[src/rtl/raizing_colmix.sv]
// Two-stage layer mixer: TXT over priority-sorted SPR/FG/BG, with a backdrop fallback.
// Optional macro RAIZING_COLMIX_LAYER_MASK_EN adds a per-layer LAYER_MASK input.
module raizing_colmix #(
  parameter bit BD_SYNC = 1'b1
) (
  input  logic        CLK,
  input  logic        RESET,
  input  logic        PIXEL_CEN,
  input  logic        LHBL,
  input  logic        LVBL,
  input  logic [10:0] TXT_PIX,
  input  logic [14:0] SPR_PIX,
  input  logic [14:0] FG_PIX,
  input  logic [14:0] BG_PIX,
  input  logic        BD_WE,
  input  logic [10:0] BD_DATA,
`ifdef RAIZING_COLMIX_LAYER_MASK_EN
  input  logic [3:0]  LAYER_MASK,
`endif
  output logic [10:0] PIXEL,
  output logic        ACTIVE,
  output logic        LHBL_MIX,
  output logic        LVBL_MIX,
  output logic        BD_PEND
);

  typedef enum logic {S_IDLE, S_PEND} bd_state_t;

  logic [3:0]  w_mask;
  logic [10:0] r_s1_txt;
  logic [14:0] r_s1_spr, r_s1_fg, r_s1_bg;
  logic        r_s1_lhbl, r_s1_lvbl;
  logic [3:0]  r_s1_op;   // opaque flags {txt, spr, fg, bg}

  bd_state_t   r_bd_state, w_bd_state_nxt;
  logic [10:0] r_bd_shadow, w_bd_shadow_nxt;
  logic [10:0] r_bd_active, w_bd_active_nxt;
  logic        w_vb_start;

  logic [10:0] w_mix;
  logic [3:0]  w_best_pri;
  logic        w_have;

`ifdef RAIZING_COLMIX_LAYER_MASK_EN
  assign w_mask = LAYER_MASK;
`else
  assign w_mask = 4'b0000;
`endif

  always_ff @(posedge CLK) begin
    if (RESET) begin
      r_s1_txt  <= '0;
      r_s1_spr  <= '0;
      r_s1_fg   <= '0;
      r_s1_bg   <= '0;
      r_s1_lhbl <= 1'b0;
      r_s1_lvbl <= 1'b0;
      r_s1_op   <= 4'b0000;
    end else if (PIXEL_CEN) begin
      r_s1_txt  <= TXT_PIX;
      r_s1_spr  <= SPR_PIX;
      r_s1_fg   <= FG_PIX;
      r_s1_bg   <= BG_PIX;
      r_s1_lhbl <= LHBL;
      r_s1_lvbl <= LVBL;
      r_s1_op   <= {(TXT_PIX[3:0] != 4'd0) && !w_mask[3],
                    (SPR_PIX[3:0] != 4'd0) && !w_mask[2],
                    (FG_PIX[3:0]  != 4'd0) && !w_mask[1],
                    (BG_PIX[3:0]  != 4'd0) && !w_mask[0]};
    end
  end

  // Later layers replace on >=, so on equal priority SPR beats FG beats BG.
  always_comb begin
    w_mix      = r_bd_active;
    w_best_pri = 4'd0;
    w_have     = 1'b0;
    if (r_s1_op[0]) begin
      w_mix      = r_s1_bg[10:0];
      w_best_pri = r_s1_bg[14:11];
      w_have     = 1'b1;
    end
    if (r_s1_op[1] && (!w_have || r_s1_fg[14:11] >= w_best_pri)) begin
      w_mix      = r_s1_fg[10:0];
      w_best_pri = r_s1_fg[14:11];
      w_have     = 1'b1;
    end
    if (r_s1_op[2] && (!w_have || r_s1_spr[14:11] >= w_best_pri)) begin
      w_mix      = r_s1_spr[10:0];
      w_best_pri = r_s1_spr[14:11];
      w_have     = 1'b1;
    end
    if (r_s1_op[3]) begin
      w_mix = r_s1_txt;
    end
  end

  always_ff @(posedge CLK) begin
    if (RESET) begin
      PIXEL    <= '0;
      ACTIVE   <= 1'b0;
      LHBL_MIX <= 1'b0;
      LVBL_MIX <= 1'b0;
    end else if (PIXEL_CEN) begin
      LHBL_MIX <= r_s1_lhbl;
      LVBL_MIX <= r_s1_lvbl;
      if (r_s1_lhbl && r_s1_lvbl) begin
        PIXEL  <= w_mix;
        ACTIVE <= 1'b1;
      end else begin
        PIXEL  <= '0;
        ACTIVE <= 1'b0;
      end
    end
  end

  // Vertical-blank start: stage-1 LVBL is about to go from 1 to 0.
  assign w_vb_start = PIXEL_CEN && r_s1_lvbl && !LVBL;

  always_comb begin
    w_bd_state_nxt  = r_bd_state;
    w_bd_shadow_nxt = r_bd_shadow;
    w_bd_active_nxt = r_bd_active;
    if (!BD_SYNC) begin
      w_bd_state_nxt = S_IDLE;
      if (BD_WE) w_bd_active_nxt = BD_DATA;
    end else if (BD_WE && w_vb_start) begin
      w_bd_active_nxt = BD_DATA;
      w_bd_state_nxt  = S_IDLE;
    end else if (BD_WE) begin
      w_bd_shadow_nxt = BD_DATA;
      w_bd_state_nxt  = S_PEND;
    end else if (r_bd_state == S_PEND && w_vb_start) begin
      w_bd_active_nxt = r_bd_shadow;
      w_bd_state_nxt  = S_IDLE;
    end
  end

  always_ff @(posedge CLK) begin
    if (RESET) begin
      r_bd_state  <= S_IDLE;
      r_bd_shadow <= '0;
      r_bd_active <= '0;
    end else begin
      r_bd_state  <= w_bd_state_nxt;
      r_bd_shadow <= w_bd_shadow_nxt;
      r_bd_active <= w_bd_active_nxt;
    end
  end

  assign BD_PEND = (r_bd_state == S_PEND);

endmodule

[config.mk]
export PLATFORM = sky130hd
export DESIGN_NAME = raizing_colmix
export DESIGN_NICKNAME = d
export VERILOG_FILES = /design/src/rtl/raizing_colmix.sv
export SDC_FILE = /design/constraint.sdc
export NUM_CORES = 1
export LEC_CHECK = 0
export ABC_AREA = 1
export CAP_MARGIN = 40
export CORE_ASPECT_RATIO = 1.2
export CORE_MARGIN = 5
export CORE_UTILIZATION = 55
export DETAILED_ROUTE_END_ITERATION = 7
export GPL_TIMING_DRIVEN = 0
export PLACE_DENSITY = 0.85
export SETUP_SLACK_MARGIN = 0.5
export SLEW_MARGIN = 0
export SYNTH_ARGS = -nofsm -noshare
export SYNTH_HDL_FRONTEND = slang
export SYNTH_SLANG_ARGS = --single-unit
[constraint.sdc]
create_clock -name CLK -period 5.3 [get_ports CLK]
set_input_delay 1.06 -clock CLK [delete_from_list [all_inputs] [get_ports CLK]]
set_output_delay 1.06 -clock CLK [all_outputs]
set_load 0.02 [all_outputs]
==> After elaboration in Yosys (flattened, before gate mapping) <==
Cells that the tools add are included.
{ "word_totals": {"reg_bits": 99, "in_bits": 73, "output_inout_bits": 15, "wordCells": 54} }
{ "classes": {"magnitude_cmp": 2, "n_eq_ne": 1, "muxes": 15, "n_bitwise": 1, "n_reduce_logical": 21} }
{ "ops": {"columns": ["cell", "count"], "rows": [
  ["11-bit 2-to-1 mux", 8],
  ["4-bit nonzero test", 4],
  ["4-bit greater-or-equal comparator", 2],
  ["4-bit 2-to-1 mux", 2],
  ["1-bit logical AND", 7],
  ["1-bit 2-to-1 mux", 5],
  ["2-bit AND reduction", 2],
  ["2-bit nonzero test", 2],
  ["1-bit zero test", 3],
  ["1-bit logical OR", 2],
  ["2-bit by 1-bit != test with 1-bit output (second input constant)", 1],
  ["2-bit OR reduction", 1],
  ["1-bit NOT", 1]
]} }

==> Logic depth before layout (Yosys ltp) <==
Gate-level depths: netlist (run 1).
{ "logic_depth": {"ltp_word": 11, "mapped_depth": 28} }

==> Least setup slack after synthesis (run 1) <==
OpenSTA, ideal clock, no wires.
{ "synth_path": {"path_kind": "reg2reg", "start": "register r_s1_op[0]", "end": "register PIXEL[10]", "setup_ns": 0.136, "t_arrival_ns": 2.680, "required_ns": 5.164, "path_slack_ns": 2.484, "stages_incl_launch_ff": 24, "n_path_buf": 4, "cell_sequence": "dfxtp_1 > buf_4 > clkbuf_1 > nand2_1 > ha_1 > nand2_1 > nor3b_2 > nand2_2 > nand2_4 > buf_6 > nand2_1 > o21ai_0 > ha_1 > nand2_1 > inv_1 > nand2_1 > nand4_1 > buf_2 > nand3_1 > nand2_1 > inv_1 > nand2_1 > nand2_1 > a21oi_2"} }
{ "synth_between": {"elab_chain_cells": 11, "word_cells_on_any_way": 17} }
{ "synth_lines": {"columns": ["element", "line_no", "source"], "rows": [
  ["start: declaration", "33", "logic [3:0] r_s1_op;"],
  ["start signal: assignment", "66", "r_s1_op <= {(TXT_PIX[3:0] != 4'd0) && !w_mask[3],"],
  ["4-bit 2-to-1 mux or 1-bit 2-to-1 mux (tied branches)", "78", "if (r_s1_op[0]) begin"],
  ["4-bit greater-or-equal comparator or 1-bit zero test (tied branches)", "83", "if (r_s1_op[1] && (!w_have || r_s1_fg[14:11] >= w_best_pri)) begin"],
  ["1-bit logical OR", "83", null],
  ["1-bit logical AND", "83", null],
  ["4-bit 2-to-1 mux or 1-bit 2-to-1 mux (tied branches)", "83", null],
  ["4-bit greater-or-equal comparator or 1-bit zero test (tied branches)", "88", "if (r_s1_op[2] && (!w_have || r_s1_spr[14:11] >= w_best_pri)) begin"],
  ["1-bit logical OR", "88", null],
  ["1-bit logical AND", "88", null],
  ["11-bit 2-to-1 mux *", "88", null],
  ["11-bit 2-to-1 mux *", "93", "if (r_s1_op[3]) begin"],
  ["11-bit 2-to-1 mux *", "107", "if (r_s1_lhbl && r_s1_lvbl) begin"],
  ["end signal: assignment", "108", "PIXEL <= w_mix;"],
  ["end: declaration", "20", "output logic [10:0] PIXEL,"]
]} }
Mark *: on every way between the ends. The rest lies on a longest branch, timed or not.
A chain may end at the register's enable or synchronous reset.

==> Final worst setup path (run 1) <==
{ "layout_path": {"start": "register r_s1_op[0]", "end": "register PIXEL[6]"} }
The elaborated chain is that of the path after synthesis.

==> results.md, run 1 <==
- Post-DP HPWL: about 9000 microns
- Synth-to-Final Area Change: 26.85%
- Hold Fails Final Rpt: 0
- Crit end category: register
- Cell Area, Synth: ~4400 sq um
- Share of cells above drive strength 1: 6.950%
- Diodes inserted: 0
- WL met3: between 600 and 700 microns
- Final Skew: about 0.012 ns
- Vias per cell: 5.452
- Latest clock arrival within the worst-skew pair: around 0.38 ns
- Max FO, Critical Path: 10
- CP Cell Sequence: buf_4 -> clkbuf_1 -> nand2_1 -> ha_1 -> nand2_1 -> nor3b_2 -> nand2_2 -> nand2_4 -> buf_6 -> nand2_1 -> o21ai_0 -> ha_1 -> nand2_1 -> inv_1 -> nand2_1 -> nand4_1 -> buf_2 -> nand3_1 -> nand2_1 -> inv_1 -> nand2_1 -> nand2_1 -> a21oi_2
- Reg2Reg Capture Point: PIXEL[6]$_SDFFE_PP0P_
- Fmax: approximately 290 MHz
- I/O pins: between 80 and 90
- Slowest Stage Delay on Critical Path: around 0.34 ns
- Clk root buf: clkbuf_8
- Post-CTS setup buffers: 0
- HP Class: register to register
- Slack of the worst reg-to-reg path: approximately 1.9 ns
- Hold Path Origin: r_s1_bg[3]$_SDFFE_PP0P_
- Initial core utilization: between 50% and 60%
- CTS Hold Buffers Added: 0
- WP data arrival: between 3 and 4 ns
- Initial drt markers: between 200 and 250
- Final Max Slew Viols: 0
- NumNets Final: just under 800
- Clk buf depth: 2
- Die Y: ~110 microns
- Top_reg_cell synth: dfxtp_1
- GRT Residual Overflow: 0
- WL met2: approximately 6100 microns
- Worst reg2reg path startpoint: r_s1_op[0]$_SDFFE_PP0P_
- Status: finished clean
- CTS tree: yes
- Highest Signal Layer: met4
- Main area contributors after synthesis: dfxtp_1, o21ai_0, nand2_1
- First-pass GRT wire length: around 19000 microns
- Hold endpoint: r_s1_bg[3]$_SDFFE_PP0P_
- Post-route setup slack: 1.865 ns
- Worst Setup Slack post-DPL: 1.926 ns
- Die Wd: just over 90 microns
- Total GRT Usage: between 20% and 30%
- Largest area contributor in the netlist: dfxtp_1
- DRT antenna net count: 0
- Met1 Wirelength: about 4800 microns
- Global placement routability congestion: 0.8910
- Total wire length: 11800 microns
- Syn avg cell area: ~7.2 sq um
- Setup_tns: 0 ns
- Post-cts sizing count: 0
- Clk slew on worst S/H paths: roughly 0.10 ns
- Pin count of the biggest net entering global routing: 18
- Peak VDD IR: around 200 uV
- Placed cell areas: about 5300 sq um
- Pleak: between 0.002 and 0.0025 uW
- Buf+Inv Stages, Crit Path: 6
- Row count: 35
- Yosys warning count: 0
- Post-Route Hold Slack: between 0.4 and 0.5 ns
- Crit path top cell by count: nand2_1
- Worst-Margin Slew: about 0.67 ns
- Flop and latch count out of synthesis: between 90 and 100
- Min-Delay Path Depth: 2
- Core Box Area: slightly below 8000 sq um
- Cts bufs inserted: 9
- Final period util: 64.80%
- Worst EP required: 5.54 ns
- Vias: about 4300
- PwrDens: about 280 nW/um^2
- Async set or reset register ratio after synthesis: 0%
- H-Tree Level Count: 3
- Cell area after layout: roughly 5500 sq um
- I/O Buffers: a little under 90
- Number of synthesized flops with an enable pin: 0
- CTS sink cnt: slightly below 100
- Share of the synthesized area in the top cell type: between 40% and 50%
- Die footprint: about 10000 sq um
- Final setup violation count: 0
- DRT Pass-1 Iters: 5
- Top Family by Delay on Critical Path: simple AND/OR/NAND/NOR gates
- Slowest cell on the critical path: clkbuf_1
- R2R depth: 23
- WS Path Type: register to register
- CP startpoint kind: register
- Vias in the first global route: about 4200
- WL/cell: 14.80 microns
- # DRC: 0
- Mapped Nets: between 600 and 700
- MaxCap Viol Count: 0
- Register area share after synthesis: 45.44%
- Cells after synthesis: around 600
- Clock period minus worst slack: about 3.4 ns
- Max-slew headroom: a little under three fifths
- Netlist cell types: 28
- RSZ-0062 raised after global routing: false
- Antenna violations before repair: 0
[power by group]
group	switching [uW]	total, uW	internal, uW
clock	276	464	188
sequential	19.2	805	786
combinational	152	272	120
[final cells by class]
class                           count  area (sq um)
Inverter                           55         206.4
Tap cell                           92         115.1
Multi-Input combinational cell    406          1974
Fill cell                         621          2175
Clock inverter                      6         47.55
Clock buffer                       10         137.6
Buffer                             42         198.9
Timing Repair Buffer               87         870.8
Sequential cell                    99          1982
[cells in the final DEF (no fill, tap or decap), drive strengths merged]
cell type	n
nand4	1
dfxtp	99
a211oi	1
clkbuf	31
o22ai	11
clkinvlp	1
a21oi	64
clkdlybuf4s50	87
nor3b	1
buf	21
a221oi	3
ha	8
nor2	90
mux2i	4
o21ai	89
clkinv	3
inv	57
nand3	34
nor3	5
nand2	95
[kinds of logic after synthesis]
family | synth area share [%]
simple gates | 21.29
compound gates | 20.77
flops | 45.44
buf+inv | 9.294
fa+ha+maj | 2.295
mux | 0.9180
[per-stage QoR]
step / cells / power, uW / util, %
floorplan: 602 / 976.6 / -
global placement: 781 / 1080 / 69.38
detailed placement: 781 / 1089 / 69.38
CTS: 797 / 1536 / 71.79
global route: 797 / 1612 / 71.79
finish: 797 / 1541 / 71.79
[tightest hold or removal path, delay by kind of cell, from the launching register on]
family	cells	cell delay, ns
compound gates	1	0.06
buf+inv	1	0.06
flops	1	0.31
[Yosys cell counts (3+ instances only)]
master    count
dfxtp_1      99
nand2_1      93
nor2_1       88
o21ai_0      86
a21oi_1      54
inv_1        54
nand3_1      34
clkbuf_1     20
buf_2        11
o22ai_1      11
a21oi_2      10
ha_1          8
buf_1         5
nor3_1        5
mux2i_1       4
a221oi_1      3
buf_4         3
o21ai_1       3
[how the worst max path moves through the flow]
stage | startpoint | cells after the start | slack [ns] | endpoint
CTS | r_s1_op[0]$_SDFFE_PP0P_ | 23 | 1.89 | PIXEL[7]$_SDFFE_PP0P_
global route | r_s1_op[0]$_SDFFE_PP0P_ | 23 | 1.59 | PIXEL[7]$_SDFFE_PP0P_
floorplan | r_s1_op[0]$_SDFFE_PP0P_ | 23 | 2.48 | PIXEL[10]$_SDFFE_PP0P_
finish | r_s1_op[0]$_SDFFE_PP0P_ | 23 | 1.87 | PIXEL[6]$_SDFFE_PP0P_
global placement | r_s1_op[0]$_SDFFE_PP0P_ | 23 | 2.05 | PIXEL[6]$_SDFFE_PP0P_
detailed placement | r_s1_op[0]$_SDFFE_PP0P_ | 23 | 1.93 | PIXEL[7]$_SDFFE_PP0P_
[flip-flops by register name (all words and copies together) (netlist names)]
| name | count |
|---|---|
| LVBL_MIX | 1 |
| r_s1_bg | 15 |
| PIXEL | 11 |
| r_bd_active | 11 |
| r_s1_txt | 11 |
| r_bd_shadow | 11 |
| LHBL_MIX | 1 |
| r_s1_spr | 15 |
| r_s1_lvbl | 1 |
| r_s1_lhbl | 1 |
| r_s1_fg | 15 |
| ACTIVE | 1 |
| BD_PEND | 1 |
| r_s1_op | 4 |
[layer usage]
layer | GRT usage [%] | vias up
met5 | 0 | -
met4 | 8.805 | 0
met3 | 4.685 | 29
met2 | 43.04 | 150
met1 | 27.40 | 2006
li1 | - | 2160
(Power assumes the default switching activity.)
==> run 2: changes to the inputs <==
Settings changed: CORE_UTILIZATION 55 to 51, PLACE_DENSITY 0.85 to 0.79.
Clock period 5.3 ns to 3.3 ns, I/O delays scaled along.
==> run 2 against run 1 <==
Compared with the run above:
- worst setup slack got worse by 1.6 ns
- sequential cell count unchanged
- sequential power increased by 61%
- hold slack about the same
- critical path depth increased by 3
- non-clock buffer count increased by 11
- wire length increased by 1.9%
- via count increased by 1.1%
- count of clock-buffer cells in the layout increased by 1
- highest routed layer unchanged
- fmax increased by 13%
- final area increased by 5.1%
- die area increased by 7.0%
==> results.md, run 2 (synthesis results as in run 1) <==
- DRT antenna net count: 0
- Buf+Inv Stages, Crit Path: 8
- P_int: around 1800 uW
- Biggest registers after layout: r_s1_bg: 15 flops, r_s1_fg: 15 flops, r_s1_spr: 15 flops
- PwrDens: 435.5 nW/um^2
- Diodes inserted: 0
- Logic gate share of total power: about a fifth
- Latest clock arrival within the worst-skew pair: 0.36 ns
- Worst EP required: 3.53 ns
- # DRC: 0
- CTS sink cnt: roughly 100
- Most common cell after layout, fill and taps aside: dfxtp_1
- Row count: 37
- Slowest Stage Delay on Critical Path: about 0.33 ns
- Max FO, Critical Path: 5
- Crit end category: register
- Final period util: 91.84%
- Final Max Slew Viols: 0
- Vias in the first global route: 4461
- Clk slew on worst S/H paths: approximately 0.09 ns
- Vias: around 4400
- Initial core utilization: between 50% and 60%
- Max-slew headroom: approximately 54%
- Final setup violation count: 0
- Slowest cell on the critical path: dfxtp_2
- Clock period minus worst slack: between 3 and 4 ns
- Vias per cell: between 5 and 6
- CTS Hold Buffers Added: 0
- Pin count of the biggest net entering global routing: 17
- Setup_tns: 0 ns
- WP data arrival: around 3.3 ns
- Final Skew: 0.01024 ns
- Global placement routability congestion: just under 0.9
- Antenna violations before repair: 0
- I/O pins: 88
- Die Wd: around 94 microns
- CTS tree: yes
- Peak VDD IR: ~320 uV
- HP Class: register to register
- Post-Route Hold Slack: around 0.46 ns
- Initial drt markers: approximately 320
- Synth-to-Final Area Change: 33.28%
- Hold Fails Final Rpt: 0
- Hold Path Origin: r_s1_bg[3]$_SDFFE_PP0P_
- Most frequent cells in the layout: dfxtp_1, nor2_1, clkdlybuf4s50_1, o21ai_0, nand2_1
- WS Path Type: register to register
- Clk pwr share: 29.1%
- Die footprint: roughly 11000 sq um
- Cts bufs inserted: 9
- Crit path top cell by count: nand2_1
- GRT Residual Overflow: 0
- Setup crit start: r_s1_op[0]$_SDFFE_PP0P_
- I/O Buffers: between 80 and 90
- Top Family by Delay on Critical Path: simple AND/OR/NAND/NOR gates
- MaxCap Viol Count: 0
- Post-DP HPWL: roughly 9000 microns
- Worst-Margin Slew: 0.6914 ns
- Status: finished clean
- WL/cell: 14.45 microns
- Switching share of power: between 20% and 30%
- DRT Pass-1 Iters: 6
- Psw: between 700 and 800 uW
- Worst reg2reg path startpoint: r_s1_op[0]$_SDFFE_PP0P_
- Total GRT Usage: 23.15%
- Pleak: around 0.0024 uW
- Clk buf depth: 2
- Fmax: around 330 MHz
- RSZ-0062 raised after global routing: true
- First-pass GRT wire length: a little under 20000 microns
- Die Y: roughly 110 microns
- NumNets Final: a little under 800
- Share of cells above drive strength 1: roughly an eighth
- H-Tree Level Count: 3
- Sequential share of power: about half
- Core Box Area: 8472 sq um
- Clk root buf: clkbuf_8
- CP startpoint kind: register
- Total wire length: 12030 microns
==> run 2: cell types whose count changed in the layout (fill, tap and decap cells not counted), sizes merged <==
cell    previous run  this run
clkinv             3         1
buf               21        33
==> run 2: through the flow <==
step | instance area, sq um | power [uW] | setup WS (ns) | instances | util (%)
2_1_floorplan | 4363 | 1569 | 0.5812 | 602 | -
3_3_place_gp | 5380 | 1737 | 0.2015 | 806 | 63.51
3_5_place_dp | 5380 | 1751 | 0.08447 | 806 | 63.51
4_1_cts | 5756 | 2512 | 0.2805 | 831 | 67.94
5_1_grt | 5813 | 2645 | 0.1322 | 832 | 68.62
6_report | 5813 | 2531 | 0.2693 | 832 | 68.62
==> run 2: area by class of cell <==
| class | count | area, sq um |
|---|---|---|
| inverter | 55 | 209.0 |
| clock inverter | 4 | 33.78 |
| clock buffer | 11 | 151.4 |
| fill | 698 | 2659 |
| sequential | 99 | 1983 |
| buffer | 42 | 224.0 |
| timing repair buffer | 98 | 958.4 |
| multi-input combinational | 406 | 2107 |
| tap | 117 | 146.4 |
==> run 2: worst paths after layout <==
check                             to  slack, ns  depth (start not counted)
min          r_s1_bg[3]$_SDFFE_PP0P_       0.46                          2
min reg2reg  r_s1_bg[3]$_SDFFE_PP0P_       0.46                          2
max reg2reg    PIXEL[8]$_SDFFE_PP0P_       0.27                         26
max            PIXEL[8]$_SDFFE_PP0P_       0.27                         26
==> run 2: what timing repair did <==
| item | CTS | global route |
|---|---|---|
| pin swaps | 14 | 12 |
| setup buffers | 7 | 1 |
| resized for setup | 38 | 12 |
| endpoints found under the setup margin | 11 | 11 |
| gates cloned | 3 | 0 |
==> run 2: per-layer routing <==
layer  vias up  wire length (microns)  track usage [%]
met5         -                      0                0
met4         0                    444            10.89
met3        36                    641            2.987
met2       155                   5995            40.10
met1      2020                   4944            27.99
li1       2180                      -                -
==> run 2: worst min-delay path: cells and delay by family, from the launching register on <==
kind | cells | cell delay (ns)
buf+inv | 1 | 0.06
compound gates | 1 | 0.06
flops | 1 | 0.31
==> run 2: power by group through the flow <==
stage / Combinational, uW / Clock, uW / Sequential [uW]
3_3_place_gp: 420 / 0 / 1320
6_report: 500 / 736 / 1300
3_5_place_dp: 432 / 0 / 1320
5_1_grt: 552 / 789 / 1300
4_1_cts: 478 / 739 / 1290
2_1_floorplan: 255 / 0 / 1310
==> run 3: changes to the inputs <==
Settings changed: CORE_UTILIZATION 51 to 27, PLACE_DENSITY 0.79 to default.
==> run 3 against run 2 <==
Compared with the run above:
- highest routed layer unchanged
- sequential cell count did not move
- combinational power rose by 4%
- sequential share of layout area shrank 1.6 points
- clock power grew 43%
- non-clock buffer count is 1 lower
- worst setup slack better by 0.048 ns
- clock skew down 0.0047 ns
- register-to-register slack better by 0.05 ns
- fmax rose by 1.6%
- final cell count rose by 12%
- sequential power about the same
==> results.md, run 3 (synthesis results as in run 1) <==
- GRT Residual Overflow: 0
- Biggest registers after layout: r_s1_bg: 15 flops, r_s1_fg: 15 flops, r_s1_spr: 15 flops
- Die footprint: 18810 sq um
- Row count: a little over 50
- Total GRT Usage: between 10% and 20%
- Cts bufs inserted: 9
- WS Path Type: register to register
- H-Tree Level Count: 3
- Max FO, Critical Path: 5
- Total wire length: approximately 13000 microns
- NumNets Final: 791
- I/O pins: 88
- Latest clock arrival within the worst-skew pair: approximately 0.35 ns
- Final Max Slew Viols: 0
- Setup crit start: r_s1_op[0]$_SDFFE_PP0P_
- Final period util: around 90%
- Clock period minus worst slack: between 2 and 3 ns
- Clk buf depth: 2
- CTS Hold Buffers Added: 0
- Fmax: roughly 340 MHz
- Max-slew headroom: between 50 and 60%
- Worst setup path endpoint: PIXEL[6]$_SDFFE_PP0P_
- First-pass GRT wire length: 21280 microns
- R2R depth: 27
- Met1 Wirelength: roughly 5600 microns
- Reg2Reg Capture Point: PIXEL[6]$_SDFFE_PP0P_
- MaxCap Viol Count: 0
- Placed cell areas: 5499 sq um
- RSZ-0062 raised after global routing: true
- Die Wd: about 130 microns
- Cell area after layout: between 6000 and 7000 sq um
- Post-DP HPWL: approximately 10000 microns
- Most common cell after layout, fill and taps aside: dfxtp_1
- Antenna violations before repair: 1
- Share of cells above drive strength 1: 14.55%
- WP data arrival: 3.20 ns
- HP Class: register to register
- Status: finished clean
- CTS sink cnt: 99
- PwrDens: about 470 nW/um^2
- Vias: about 4200
- WL/cell: between 10 and 15 microns
- # DRC: 0
- WL met3: between 600 and 700 microns
- Vias in the first global route: ~4300
- Vias per cell: 4.544
- Final Skew: about 0.0055 ns
- Hold Fails Final Rpt: 0
- DRT Pass-1 Iters: 4
- Initial core utilization: 27.12%
- Crit end category: register
- Clk root buf: clkbuf_16
- Initial drt markers: 170
- Worst reg2reg path startpoint: r_s1_op[0]$_SDFFE_PP0P_
- Pleak: approximately 0.0025 uW
- DRT antenna net count: 0
- CP startpoint kind: register
- Worst-Margin Slew: 0.7174 ns
- Clk slew on worst S/H paths: about 0.070 ns
- Synth-to-Final Area Change: 39.82%
- I/O Buffers: 87
- CTS tree: yes
- Final setup violation count: 0
- Die Y: 149.2 microns
- Highest Signal Layer: met4
- Setup_tns: 0 ns
- Slack of the worst reg-to-reg path: 0.32 ns
- Pin count of the biggest net entering global routing: 18
- WL met2: 6701 microns
- Peak VDD IR: about 200 uV
- Most frequent cells in the layout: dfxtp_1, nor2_1, clkdlybuf4s50_1, o21ai_0, nand2_1
- Worst EP required: ~3.5 ns
- Global placement routability congestion: about 0.82
- Core Box Area: approximately 16000 sq um
[run 3: cell count changes in the layout (fill, tap and decap cells not counted), moves of 2 or more]
cell	previous run	this run
nand3_1	24	18
nand3_2	9	14
clkbuf_8	11	2
nand2_2	14	16
nand2_1	79	77
clkbuf_16	0	9
[run 3: metrics by stage]
step                      setup WS, ns  cells  total power [uW]  hold slack (ns)  utilization [%]
after CTS                       0.2816    927              2859           0.4591            37.39
final                           0.3175    928              2866           0.4576            37.92
after global routing           0.03344    928              3000           0.4823            37.92
after floorplan                 0.5812    602              1569           0.4336                -
after detailed placement       0.06735    901              1762           0.4488            34.20
after global placement          0.1051    901              1757           0.4427            34.20
[run 3: critical path, stage by stage, from the launching register on]
cell and delay [ns]:
dfxtp_2 0.32, buf_6 0.11, buf_8 0.12, nand2_4 0.06, inv_4 0.04, ha_4 0.25
inv_2 0.03, nand2_2 0.04, nand2_1 0.05, nand2_1 0.05, nand2_1 0.06, nand2_2 0.11
nand2_4 0.07, buf_6 0.14, nand2_2 0.06, o21ai_2 0.05, ha_1 0.28, nand2_1 0.06
nand2_1 0.05, nand2_1 0.06, nand4_1 0.24, buf_6 0.23, nand3_2 0.07, nand2_2 0.08
inv_2 0.05, nand2_1 0.05, nand2_1 0.07, a21oi_2 0.05
[run 3: power by group]
part	internal (uW)	switching, uW	leakage (uW)
logic	235	282	0.00152
registers	1260	33.0	0.000818
clock network	561	492	0.000139
total	2060	807	0.00248
[run 3: worst min path at each step]
stage	from	endpoint	cells after the start
after CTS	r_s1_txt[8]$_SDFFE_PP0P_	r_s1_txt[8]$_SDFFE_PP0P_	2
after global routing	r_s1_fg[3]$_SDFFE_PP0P_	r_s1_fg[3]$_SDFFE_PP0P_	2
after global placement	r_s1_txt[5]$_SDFFE_PP0P_	r_s1_txt[5]$_SDFFE_PP0P_	2
after floorplan	r_s1_bg[3]$_SDFFE_PP0P_	r_s1_bg[3]$_SDFFE_PP0P_	2
after detailed placement	r_s1_txt[8]$_SDFFE_PP0P_	r_s1_txt[8]$_SDFFE_PP0P_	2
final	r_s1_bg[9]$_SDFFE_PP0P_	r_s1_bg[9]$_SDFFE_PP0P_	2
[run 3: what timing repair did]
| action | CTS | global route |
|---|---|---|
| pin swaps | 23 | 32 |
| gates resized for setup | 42 | 23 |
| buffers inserted | 7 | 0 |
| endpoints found under the setup margin | 11 | 11 |
| cloned | 3 | 0 |
[run 3: layer usage]
| layer | global-route usage [%] | vias up |
|---|---|---|
| met5 | 0 | - |
| met4 | 7.028 | 0 |
| met3 | 3.976 | 26 |
| met2 | 24.79 | 88 |
| met1 | 16.40 | 1912 |
| li1 | - | 2191 |
[run 3: area by class of cell]
cell class / instances / area [sq um]
inverter: 55 / 209.0
multi-input combinational: 406 / 2163
buffer: 42 / 224.0
antenna: 1 / 2.502
sequential: 99 / 1983
clock buffer: 11 / 252.7
tap: 212 / 265.3
timing repair buffer: 97 / 957.2
clock inverter: 5 / 41.29
fill: 1714 / 9982
